File: src/rtl/per_gen.sv
// per_gen: programmable square-wave burst generator.
// Emits N periods of P ms at 50% duty, then pulses o_done.
module per_gen #(
  parameter int unsigned CLK_FREQ = 100_000_000,
  parameter int unsigned PERIOD_W = 10,
  parameter int unsigned COUNT_W  = 8
) (
  input  logic                i_clk,
  input  logic                i_rst,
  input  logic                i_start,
  input  logic [PERIOD_W-1:0] i_period,
  input  logic [COUNT_W-1:0]  i_count,
  output logic                o_signal,
  output logic                o_ready,
  output logic                o_done,
  output logic [COUNT_W-1:0]  o_left
);

  localparam int unsigned HALF = CLK_FREQ / 2000;
  localparam int unsigned PRESC_W = (HALF > 1) ? $clog2(HALF) : 1;
  localparam logic [PRESC_W-1:0] PRESC_MAX = PRESC_W'(HALF - 1);

  localparam logic [1:0] E_IDLE = 2'd0;
  localparam logic [1:0] E_HIGH = 2'd1;
  localparam logic [1:0] E_LOW  = 2'd2;
  localparam logic [1:0] E_DONE = 2'd3;

  logic [1:0]          r_state;
  logic [PRESC_W-1:0]  r_presc;
  logic [PERIOD_W-1:0] r_phase;
  logic [PERIOD_W-1:0] r_period;
  logic [COUNT_W-1:0]  r_left;
  logic                r_signal;
  logic                tick;
  logic                phase_end;
  logic                start_bad;

  // half-ms tick and end of a P-tick phase
  always_comb begin
    tick      = (r_presc == PRESC_MAX);
    phase_end = tick && (r_phase == r_period - 1'b1);
    start_bad = (i_period == '0) || (i_count == '0);
  end

  // burst sequencer: prescaler, phase counter, period counter, FSM
  always_ff @(posedge i_clk) begin
    if (i_rst) begin
      r_state  <= E_IDLE;
      r_presc  <= '0;
      r_phase  <= '0;
      r_period <= '0;
      r_left   <= '0;
      r_signal <= 1'b0;
    end else begin
      unique case (r_state)
        E_IDLE: begin
          if (i_start) begin
            r_presc <= '0;
            r_phase <= '0;
            if (start_bad) begin
              r_state <= E_DONE;
            end else begin
              r_period <= i_period;
              r_left   <= i_count;
              r_state  <= E_HIGH;
              r_signal <= 1'b1;
            end
          end
        end
        E_HIGH, E_LOW: begin
          if (tick) begin
            r_presc <= '0;
            r_phase <= phase_end ? '0 : r_phase + 1'b1;
          end else begin
            r_presc <= r_presc + 1'b1;
          end
          if (phase_end) begin
            if (r_state == E_HIGH) begin
              r_state  <= E_LOW;
              r_signal <= 1'b0;
            end else if (r_left > COUNT_W'(1)) begin
              r_left   <= r_left - 1'b1;
              r_state  <= E_HIGH;
              r_signal <= 1'b1;
            end else begin
              r_left  <= '0;
              r_state <= E_DONE;
            end
          end
        end
        E_DONE: r_state <= E_IDLE;
        default: r_state <= E_IDLE;
      endcase
    end
  end

  // Moore outputs decoded from the state register
  always_comb begin
    o_signal = r_signal;
    o_ready  = (r_state == E_IDLE);
    o_done   = (r_state == E_DONE);
    o_left   = r_left;
  end

endmodule

File: config.mk
export PLATFORM = sky130hd
export DESIGN_NAME = per_gen
export DESIGN_NICKNAME = d
export VERILOG_FILES = /design/src/rtl/per_gen.sv
export SDC_FILE = /design/constraint.sdc
export NUM_CORES = 1
export LEC_CHECK = 0
export ABC_AREA = 1
export BUFFER_PORTS_ARGS = -buffer_cell sky130_fd_sc_hd__buf_2
export CAP_MARGIN = 20
export CORE_MARGIN = 3
export CORE_UTILIZATION = 40
export DETAILED_ROUTE_END_ITERATION = 8
export GPL_ROUTABILITY_DRIVEN = 0
export SKIP_CTS_REPAIR_TIMING = 1
export SYNTH_ARGS = -nofsm -noshare
export SYNTH_HDL_FRONTEND = slang
export SYNTH_SLANG_ARGS = --single-unit
File: constraint.sdc
create_clock -name i_clk -period 2.1 [get_ports i_clk]
set_input_delay 0 -clock i_clk [delete_from_list [all_inputs] [get_ports i_clk]]
set_output_delay 0 -clock i_clk [all_outputs]
set_load 0.1 [all_outputs]
## Yosys cells after proc, flatten, opt, wreduce, memory -nomap -nowiden

Index checks and enable logic that the tools add are counted.

| cells by class | value |
|---|---|
| add/sub/neg operators | 4 |
| bitwise operators | 1 |
| multiplexer cells | 25 |
| reduce and logical (&&, ||, !) cells | 13 |
| equality and inequality tests | 11 |
| $lt $le $gt $ge | 1 |

Operators with widths:

| operator | count |
|---|---|
| 8-bit 2-to-1 mux | 5 |
| 16-bit 2-to-1 mux | 2 |
| 16-bit case mux with 2 select lines | 1 |
| 10-bit 2-to-1 mux | 3 |
| 10-bit case mux with 2 select lines | 1 |
| 16-bit by 1-bit adder with 16-bit output, second input constant | 1 |
| 16-bit equality test, second input constant | 1 |
| 8-bit case mux with 2 select lines | 1 |
| 10-bit by 1-bit adder with 10-bit output, second input constant | 1 |
| 10-bit equality test | 1 |
| 10-bit zero test | 1 |
| 2-bit 2-to-1 mux | 5 |
| 2-bit != test, second input constant | 5 |
| 5-bit AND reduction | 2 |
| 10-bit by 1-bit subtractor with 10-bit output, second input constant | 1 |
| 8-bit by 1-bit greater-than comparator with 1-bit output, second input constant | 1 |
| 8-bit zero test | 1 |
| 8-bit by 1-bit subtractor with 8-bit output, second input constant | 1 |
| 2-bit case mux with 3 select lines | 1 |
| 3-bit AND reduction | 2 |
| 1-bit 2-to-1 mux | 5 |
| 2-bit equality test, second input constant | 2 |
| 2-bit AND reduction | 2 |
| 3-bit != test, second input constant | 1 |
| other kinds (8) | 8 |

| storage, ports and cells | value |
|---|---|
| register bits after elaboration | 47 |
| output and inout bits | 11 |
| word-level logic and storage cells | 61 |
| input port bits | 21 |

## Logic depth before layout (Yosys ltp)

Gate-level depths: netlist of run 1.

| logic depth | value |
|---|---|
| depth in word-level cells | 6 |
| depth in mapped cells | 17 |
| mapped depth without buffers | 16 |

## Least setup slack after synthesis of run 1

Ideal clock, no wire load.

| path | value |
|---|---|
| path kind | register to register |
| start point | reg r_state[0] |
| end point | reg r_presc[10] |
| buffers on the path | 1 |
| period minus slack after synthesis | 2.519 ns |
| required time | 2.020 ns |
| slack | -0.419 ns |
| data arrival time | 2.439 ns |
| cell stages (with the launch flop) | 12 |
| cell sequence | dfxtp_1 inv_1 ha_1 inv_1 nor2_1 nor2_4 nand2_2 inv_1 nor2_2 inv_1 buf_2 nor3b_1 |

| between the ends | value |
|---|---|
| elaborated cells on any way between the ends | 8 |

RTL lines:

| element | RTL line | RTL |
|---|---|---|
| from (decl) | 28 | `logic [1:0] r_state;` |
| from (signal assigned) | 48 | `r_state <= E_IDLE;` |
| from (signal assigned) | 61 | `r_state <= E_DONE;` |
| from (signal assigned) | 65 | `r_state <= E_HIGH;` |
| 2-bit zero test (*) | -- |  |
| net o_ready | 14 | `output logic o_ready,` |
| 2-bit != test (no line) or 2-bit nonzero test (tied branches) | -- |  |
| 2-bit AND reduction (no line) | -- |  |
| to (signal assigned) | 75 | `r_presc <= r_presc + 1'b1;` |
| to (decl) | 29 | `logic [PRESC_W-1:0] r_presc;` |

Mark *: on every way through the listed nets, which the timed path passes. The rest lies on a longest branch.
A chain may end at the register's enable or synchronous reset.

## Final worst setup path of run 1

| path | value |
|---|---|
| start point | reg r_period[1] |
| end point | reg r_state[1] |

| between the ends | value |
|---|---|
| cells in the longest elaborated chain, start to end | 5 |

Ends and longest elaborated chain:

| element | RTL line | RTL |
|---|---|---|
| from (decl) | 31 | `logic [PERIOD_W-1:0] r_period;` |
| from (signal assigned) | 63 | `r_period <= i_period;` |
| 10-bit by 1-bit subtractor with 10-bit output | 41 | `phase_end = tick && (r_phase == r_period - 1'b1);` |
| 10-bit equality test | 41 |  |
| 1-bit logical AND | 41 |  |
| 2-bit != test (no line) | -- |  |
| 2-bit AND reduction (no line) | -- |  |

Every way passes these cells.

==> out/metrics.cfg, run 1 <==
[timing]
worstMarginPinSlew_ns=0.6346
totalNegativeSetupSlack_ns=0
relSlewSlack_pct=57.57
finalMaxSlewViolations=0
rsz0062_at_grt=yes
finalSetupViolCount=0
max_freq_ghz=0.5070
fin_skew_ns=0.007957
hold-worst-slack_ns=-0.008593
period_share_pct=93.93
min_period_ns=1.972
layout_setup_ws_ns=0.1275
hold_viol_final=2

[synthesis]
netlist_instances=424
synth_ff_type=dfxtp_1
yosysSeqAreaShare_pct=32.95
synth_top_area_share_pct=32.95
yosys_warnings=0
yosysUniqueCellTypes=39
synth.net_count=455
synthTopCellsByArea=dfxtp_1 (33%), nand2_1 (12%), nor2_1 (7.9%)
synth_area_um2=2855
synth_seq_cells=47
syn_area_per_cell_um2=6.734
yosysTopAreaCell=dfxtp_1
synth-edff-count=0
async_flop_share_pct=0

[power_and_ir_drop]
p_comb_share_pct=49.8
p_seq_share_pct=30.7
power.share.clock_pct=19.6
p_leak_uw=0.001490
power_density_nw_per_um2=1051
p_sw_uw=1670
intPower_uw=1905
max-vdd-ir-drop_v=0.0007834
p_sw_share_pct=46.72

[global_routing]
first_global_vias=2455
busiest_layer=met2
antenna_found_initial=0
grt_overflow_total=0
grt_max_degree=19
use_met2_pct=25.57
grt_pass1_wl_um=11220
grt_util_met1_pct=22.37
grt_use_met3_pct=3.917
track_usage_pct=16.31

[setup_path]
cpLargestDelayFamily=simple AND/OR/NAND/NOR gates
crit_buf_inv=3
max_stage_delay_ns=0.35
critPathLaunchType=flop
cp_slowest_cell=dfxtp_2
cp_data_required_time_ns=2.28
critPathKind=reg -> reg
path_cells=inv_2 > ha_4 > inv_2 > nand2_2 > nand2_2 > nor2_2 > nand3_1 > nor2_1 > nand2_1 > nor2_2 > nand3_4 > buf_4 > nand2_2 > nand2_1 > nand2_1 > a21oi_1
path_max_fanout=4
endpoint_kind=flop
crit_arrival_ns=2.15

[final_layout]
fin_cells=569
fillers=714
layout-drive-gt1-share_pct=20.51
area_growth_pct=19.15
diodes=0
seqCellArea_um2=945.9
final_area_um2=3402
final_net_count=503
multi_input_area_um2=1719

[clocking]
root_buffer=clkbuf_8
clock_sinks=47
cts_tree=yes
cts_buffers=5
path_clk_slew_ns=0.09
clock_latency_ns=0.30
htreeDepth=2
clockBufferDepth=2

[outcome]
violations=negative hold slack
status=complete, but fails checks

[routing]
route.detailed.drc=0
wl_per_cell_um=11.92
vias=2754
ant_nets=0
drt_iter0_drc=153
wl_um=6785
dr.pass1.iters=4
viasPerCell=4.840

[die]
floorplan.core_area_um2=6869
num_rows=30
die_h_um=90.49
dieWidth_um=90.49
start_util_pct=41.57
ios=32
dieArea_um2=8188

[placement]
io_buffers=31
pre_cts_ws_ns=0.06001
hpwl_um=5139
place_area_um2=3176
placed_cells=554

[job]
cap_viol_max_count=0

[min_path]
hold_class=in -> reg

[cell type report]
type / instances / share of cell area (%)
multi-input cells: 312 / 50.53
flip-flops and latches: 47 / 27.80
repair buffers: 47 / 8.091
inverters: 59 / 6.583
well taps: 96 / 3.531
clock buffers: 6 / 2.427
clock inverters: 2 / 1.030
[synthesized netlist by cell type (2+ instances only)]
| library cell | number |
|---|---|
| inv_2 | 4 |
| dfxtp_1 | 47 |
| a22oi_1 | 2 |
| nor4_1 | 6 |
| inv_1 | 52 |
| nand4_1 | 10 |
| xnor2_1 | 10 |
| nand3_1 | 22 |
| clkbuf_1 | 4 |
| ha_1 | 10 |
| o21ai_1 | 3 |
| o21ai_0 | 19 |
| xor2_1 | 14 |
| nor3_1 | 15 |
| clkinv_1 | 3 |
| nor2_1 | 60 |
| nor2_2 | 8 |
| nand3_2 | 3 |
| a21oi_1 | 20 |
| a31oi_1 | 3 |
| nand2_2 | 2 |
| nand2_1 | 89 |
| o21a_1 | 2 |
[power groups by stage]
| stage | combinational (uW) | sequential (uW) | clock, uW |
|---|---|---|---|
| floorplan | 950 | 1510 | 0 |
| finish | 1780 | 1100 | 699 |
| global placement | 1670 | 1110 | 0 |
| CTS | 1680 | 1090 | 727 |
| global route | 1950 | 1110 | 767 |
| detailed placement | 1680 | 1110 | 0 |
[flip-flops by register name (all words and copies together), names as in the netlist]
name / flops
r_period: 10
r_state: 2
r_phase: 10
r_presc: 16
o_left: 8
o_signal: 1
[cell usage in the layout (no fill, tap or decap), drive strengths merged]
cell type  count
a21oi         21
nand3         27
or2            1
buf           47
bufinv         1
a31oi          3
nor3          16
a21o           1
dfxtp         47
nor2          69
nor4           6
nand4         10
a22oi          2
xnor2         10
inv           56
o21a           2
and3           1
nor3b          1
nand2         93
o22ai          1
xor2          14
a21boi         1
clkinv         4
clkbuf         6
o2111ai        1
ha            10
o21ai         22
[worst paths after layout]
check	from	to	slack, ns	cells after the start
worst max-delay path	r_period[1]	r_state[1]	0.13	16
worst max register to register	r_period[1]	r_state[1]	0.13	16
worst min register to register	r_period[9]	r_period[9]	0.48	2
worst min-delay path	i_period[7]	r_period[7]	-0.009	3
[per-stage QoR]
step,utilization (%),power (uW)
floorplan,-,2459
global placement,46.23,2779
detailed placement,46.23,2790
CTS,47.94,3505
global route,49.53,3831
finish,49.53,3575
[worst min-delay path, delay by kind of cell]
family	cells	cell delay [ns]
AOI/OAI and AO/OA	2	0.17
buffers and inverters	1	0.08
[cells by family (layout without fill, tap and decap cells)]
kind of cell,after synthesis,count (layout),synth area share [%]
compound gates,54,54,10.43
xor+xnor,24,24,7.362
fa+ha+maj,10,10,4.382
buf+inv,67,114,9.596
flops,47,47,32.95
simple gates,222,224,35.28
[layer usage]
| metal | vias to the layer above | wire length, um |
|---|---|---|
| met3 | 4 | 324 |
| met5 | - | 0 |
| met1 | 1238 | 3353 |
| li1 | 1457 | - |
| met4 | 0 | 38 |
| met2 | 55 | 3069 |
Note: power is estimated with default switching activity, not from simulation.
==> run 2: changes to the inputs <==
--- a/config.mk
+++ b/config.mk
@@ -6,12 +6,15 @@
 export NUM_CORES = 1
 export LEC_CHECK = 0
 export ABC_AREA = 1
-export BUFFER_PORTS_ARGS = -buffer_cell sky130_fd_sc_hd__buf_2
 export CAP_MARGIN = 20
+export CELL_PAD_IN_SITES_DETAIL_PLACEMENT = 1
+export CELL_PAD_IN_SITES_GLOBAL_PLACEMENT = 2
 export CORE_MARGIN = 3
-export CORE_UTILIZATION = 40
+export CORE_UTILIZATION = 35
 export DETAILED_ROUTE_END_ITERATION = 8
+export DONT_BUFFER_PORTS = 1
 export GPL_ROUTABILITY_DRIVEN = 0
+export PLACE_DENSITY_LB_ADDON = 0.1
 export SKIP_CTS_REPAIR_TIMING = 1
 export SYNTH_ARGS = -nofsm -noshare
 export SYNTH_HDL_FRONTEND = slang
==> out/metrics.cfg, run 2 (synthesis gave the netlist of run 1 again) <==
[final_layout]
final_util_pct=44.76  ; was 49.53%
reg_top3=r_presc (16), r_period (10), r_phase (10)  ; unchanged
area_growth_pct=22.39  ; was 19.15%
largest_reg_flops=16  ; unchanged
layout-drive-gt1-share_pct=18.16  ; was 20.51%
final_cell_mix=nand2_1 (84), nor2_1 (56), inv_1 (49), dfxtp_1 (41), buf_4 (29)  ; was nand2_1 (85), nor2_1 (55), inv_1 (50), dfxtp_1 (43), buf_2 (31)
final_area_um2=3495  ; was 3402 um^2
layout_commonest_cell=nand2_1  ; unchanged
diodes=0  ; unchanged
regMostFlops=r_presc  ; unchanged
final_net_count=498  ; was 503
fillers=1052  ; was 714

[setup_path]
critPathLaunchType=flop  ; unchanged
crit_arrival_ns=2.30  ; was 2.15 ns
path_max_fanout=7  ; was 4
critPathKind=reg -> reg  ; unchanged
endpoint_kind=flop  ; unchanged
cp_data_required_time_ns=2.34  ; was 2.28 ns

[die]
dieArea_um2=9278  ; was 8188 um^2
num_rows=32  ; was 30
ios=32  ; unchanged
floorplan.core_area_um2=7807  ; was 6869 um^2
die_h_um=96.32  ; was 90.49 um
start_util_pct=36.57  ; was 41.57%
dieWidth_um=96.32  ; was 90.49 um

[timing]
worstMarginPinSlew_ns=0.7187  ; was 0.6346 ns
rsz0062_at_grt=yes  ; unchanged
finalMaxSlewViolations=0  ; unchanged
fin_skew_ns=0.005423  ; was 0.007957 ns
period_share_pct=98.06  ; was 93.93%
hold_viol_final=1  ; was 2
finalSetupViolCount=0  ; unchanged
relSlewSlack_pct=52.04  ; was 57.57%
hold-worst-slack_ns=-0.007823  ; was -0.008593 ns
max_freq_ghz=0.4856  ; was 0.5070 GHz
min_period_ns=2.059  ; was 1.972 ns

[routing]
drt_iter0_drc=46  ; was 153
wl_um=8260  ; was 6785 um
dr.pass1.iters=4  ; unchanged
ant_nets=0  ; unchanged
route.detailed.drc=0  ; unchanged
vias=2804  ; was 2,754
wl_per_cell_um=14.49  ; was 11.92 um
viasPerCell=4.919  ; was 4.840

[global_routing]
first_global_vias=2694  ; was 2,455
antenna_found_initial=0  ; unchanged
track_usage_pct=17.84  ; was 16.31%
grt_max_degree=22  ; was 19
grt_overflow_total=0  ; unchanged
grt_pass1_wl_um=12940  ; was 11,220 um

[clocking]
cts_buffers=5  ; unchanged
clock_latency_ns=0.30  ; about the same
path_clk_slew_ns=0.09  ; about the same
cts_tree=yes  ; unchanged
htreeDepth=2  ; unchanged
clock_sinks=47  ; unchanged
clockBufferDepth=2  ; unchanged
root_buffer=clkbuf_8  ; unchanged

[min_path]
hold_class=in -> reg  ; unchanged

[power_and_ir_drop]
p_leak_uw=0.001482  ; was 0.001490 uW
max-vdd-ir-drop_v=0.0006090  ; was 0.0007834 V
power_density_nw_per_um2=1065  ; was 1051 nW/um^2

[placement]
hpwl_um=6219  ; was 5139 um
io_buffers=0  ; was 31
place_area_um2=3110  ; was 3176 um^2

[outcome]
violations=negative hold slack  ; unchanged
status=complete, but fails checks  ; unchanged

[job]
cap_viol_max_count=0  ; unchanged

[run 2: power breakdown]
| group | internal [uW] | switching [uW] |
|---|---|---|
| Combinational | 607 | 1310 |
| Clock | 386 | 325 |
| Sequential | 1000 | 90.2 |
[run 2: critical path, stage by stage, from the launching register on]
cell     delay [ns]
dfxtp_2        0.35
inv_2          0.05
ha_4           0.26
inv_2          0.03
nand2_2        0.05
nand2_1        0.05
nor2_1         0.09
nand3_1        0.10
nor2_1         0.11
nand2_1        0.07
nor2_2         0.09
nand3_2        0.13
nand2_4        0.17
nand3_4        0.14
nand2_2        0.11
nand2_1        0.05
nor2_1         0.13
[run 2: final cells by class]
cell class                 count  area (um^2)  share of cell area, %
tap                          102        127.6                  3.652
inverter                      59        225.2                  6.445
multi-input combinational    311         1715                  49.09
clock inverter                 2        35.03                  1.003
clock buffer                   6        82.58                  2.363
sequential                    47        948.4                  27.14
timing repair buffer          43        360.3                  10.31
[run 2: metal layers]
metal	share of wire, %	track usage (%)
met1	49	24.37
met2	47	29.15
met3	3.3	4.066
met4	0.67	2.804
met5	0	0
[run 2: final timing paths]
path                from     endpoint  slack, ns  depth (start not counted)
max          r_period[1]    o_left[4]       0.04                         16
min          i_period[6]  r_period[6]     -0.008                          2
max reg2reg  r_period[1]    o_left[4]       0.04                         16
min reg2reg   r_presc[1]   r_presc[1]       0.48                          2
[run 2: through the flow]
stage	TNS [ns]	hold slack (ns)	worst slack (ns)	power (uW)	cells
after global routing	-1.011	0.009967	-0.09225	3984	570
final	0	-0.007823	0.04083	3721	570
after detailed placement	0	0.07630	0.0002538	2866	540
after CTS	-0.005954	-0.2548	-0.003835	3593	548
after floorplan	0	0.07931	0.02360	2459	424
after global placement	0	0.07363	0.08270	2836	540
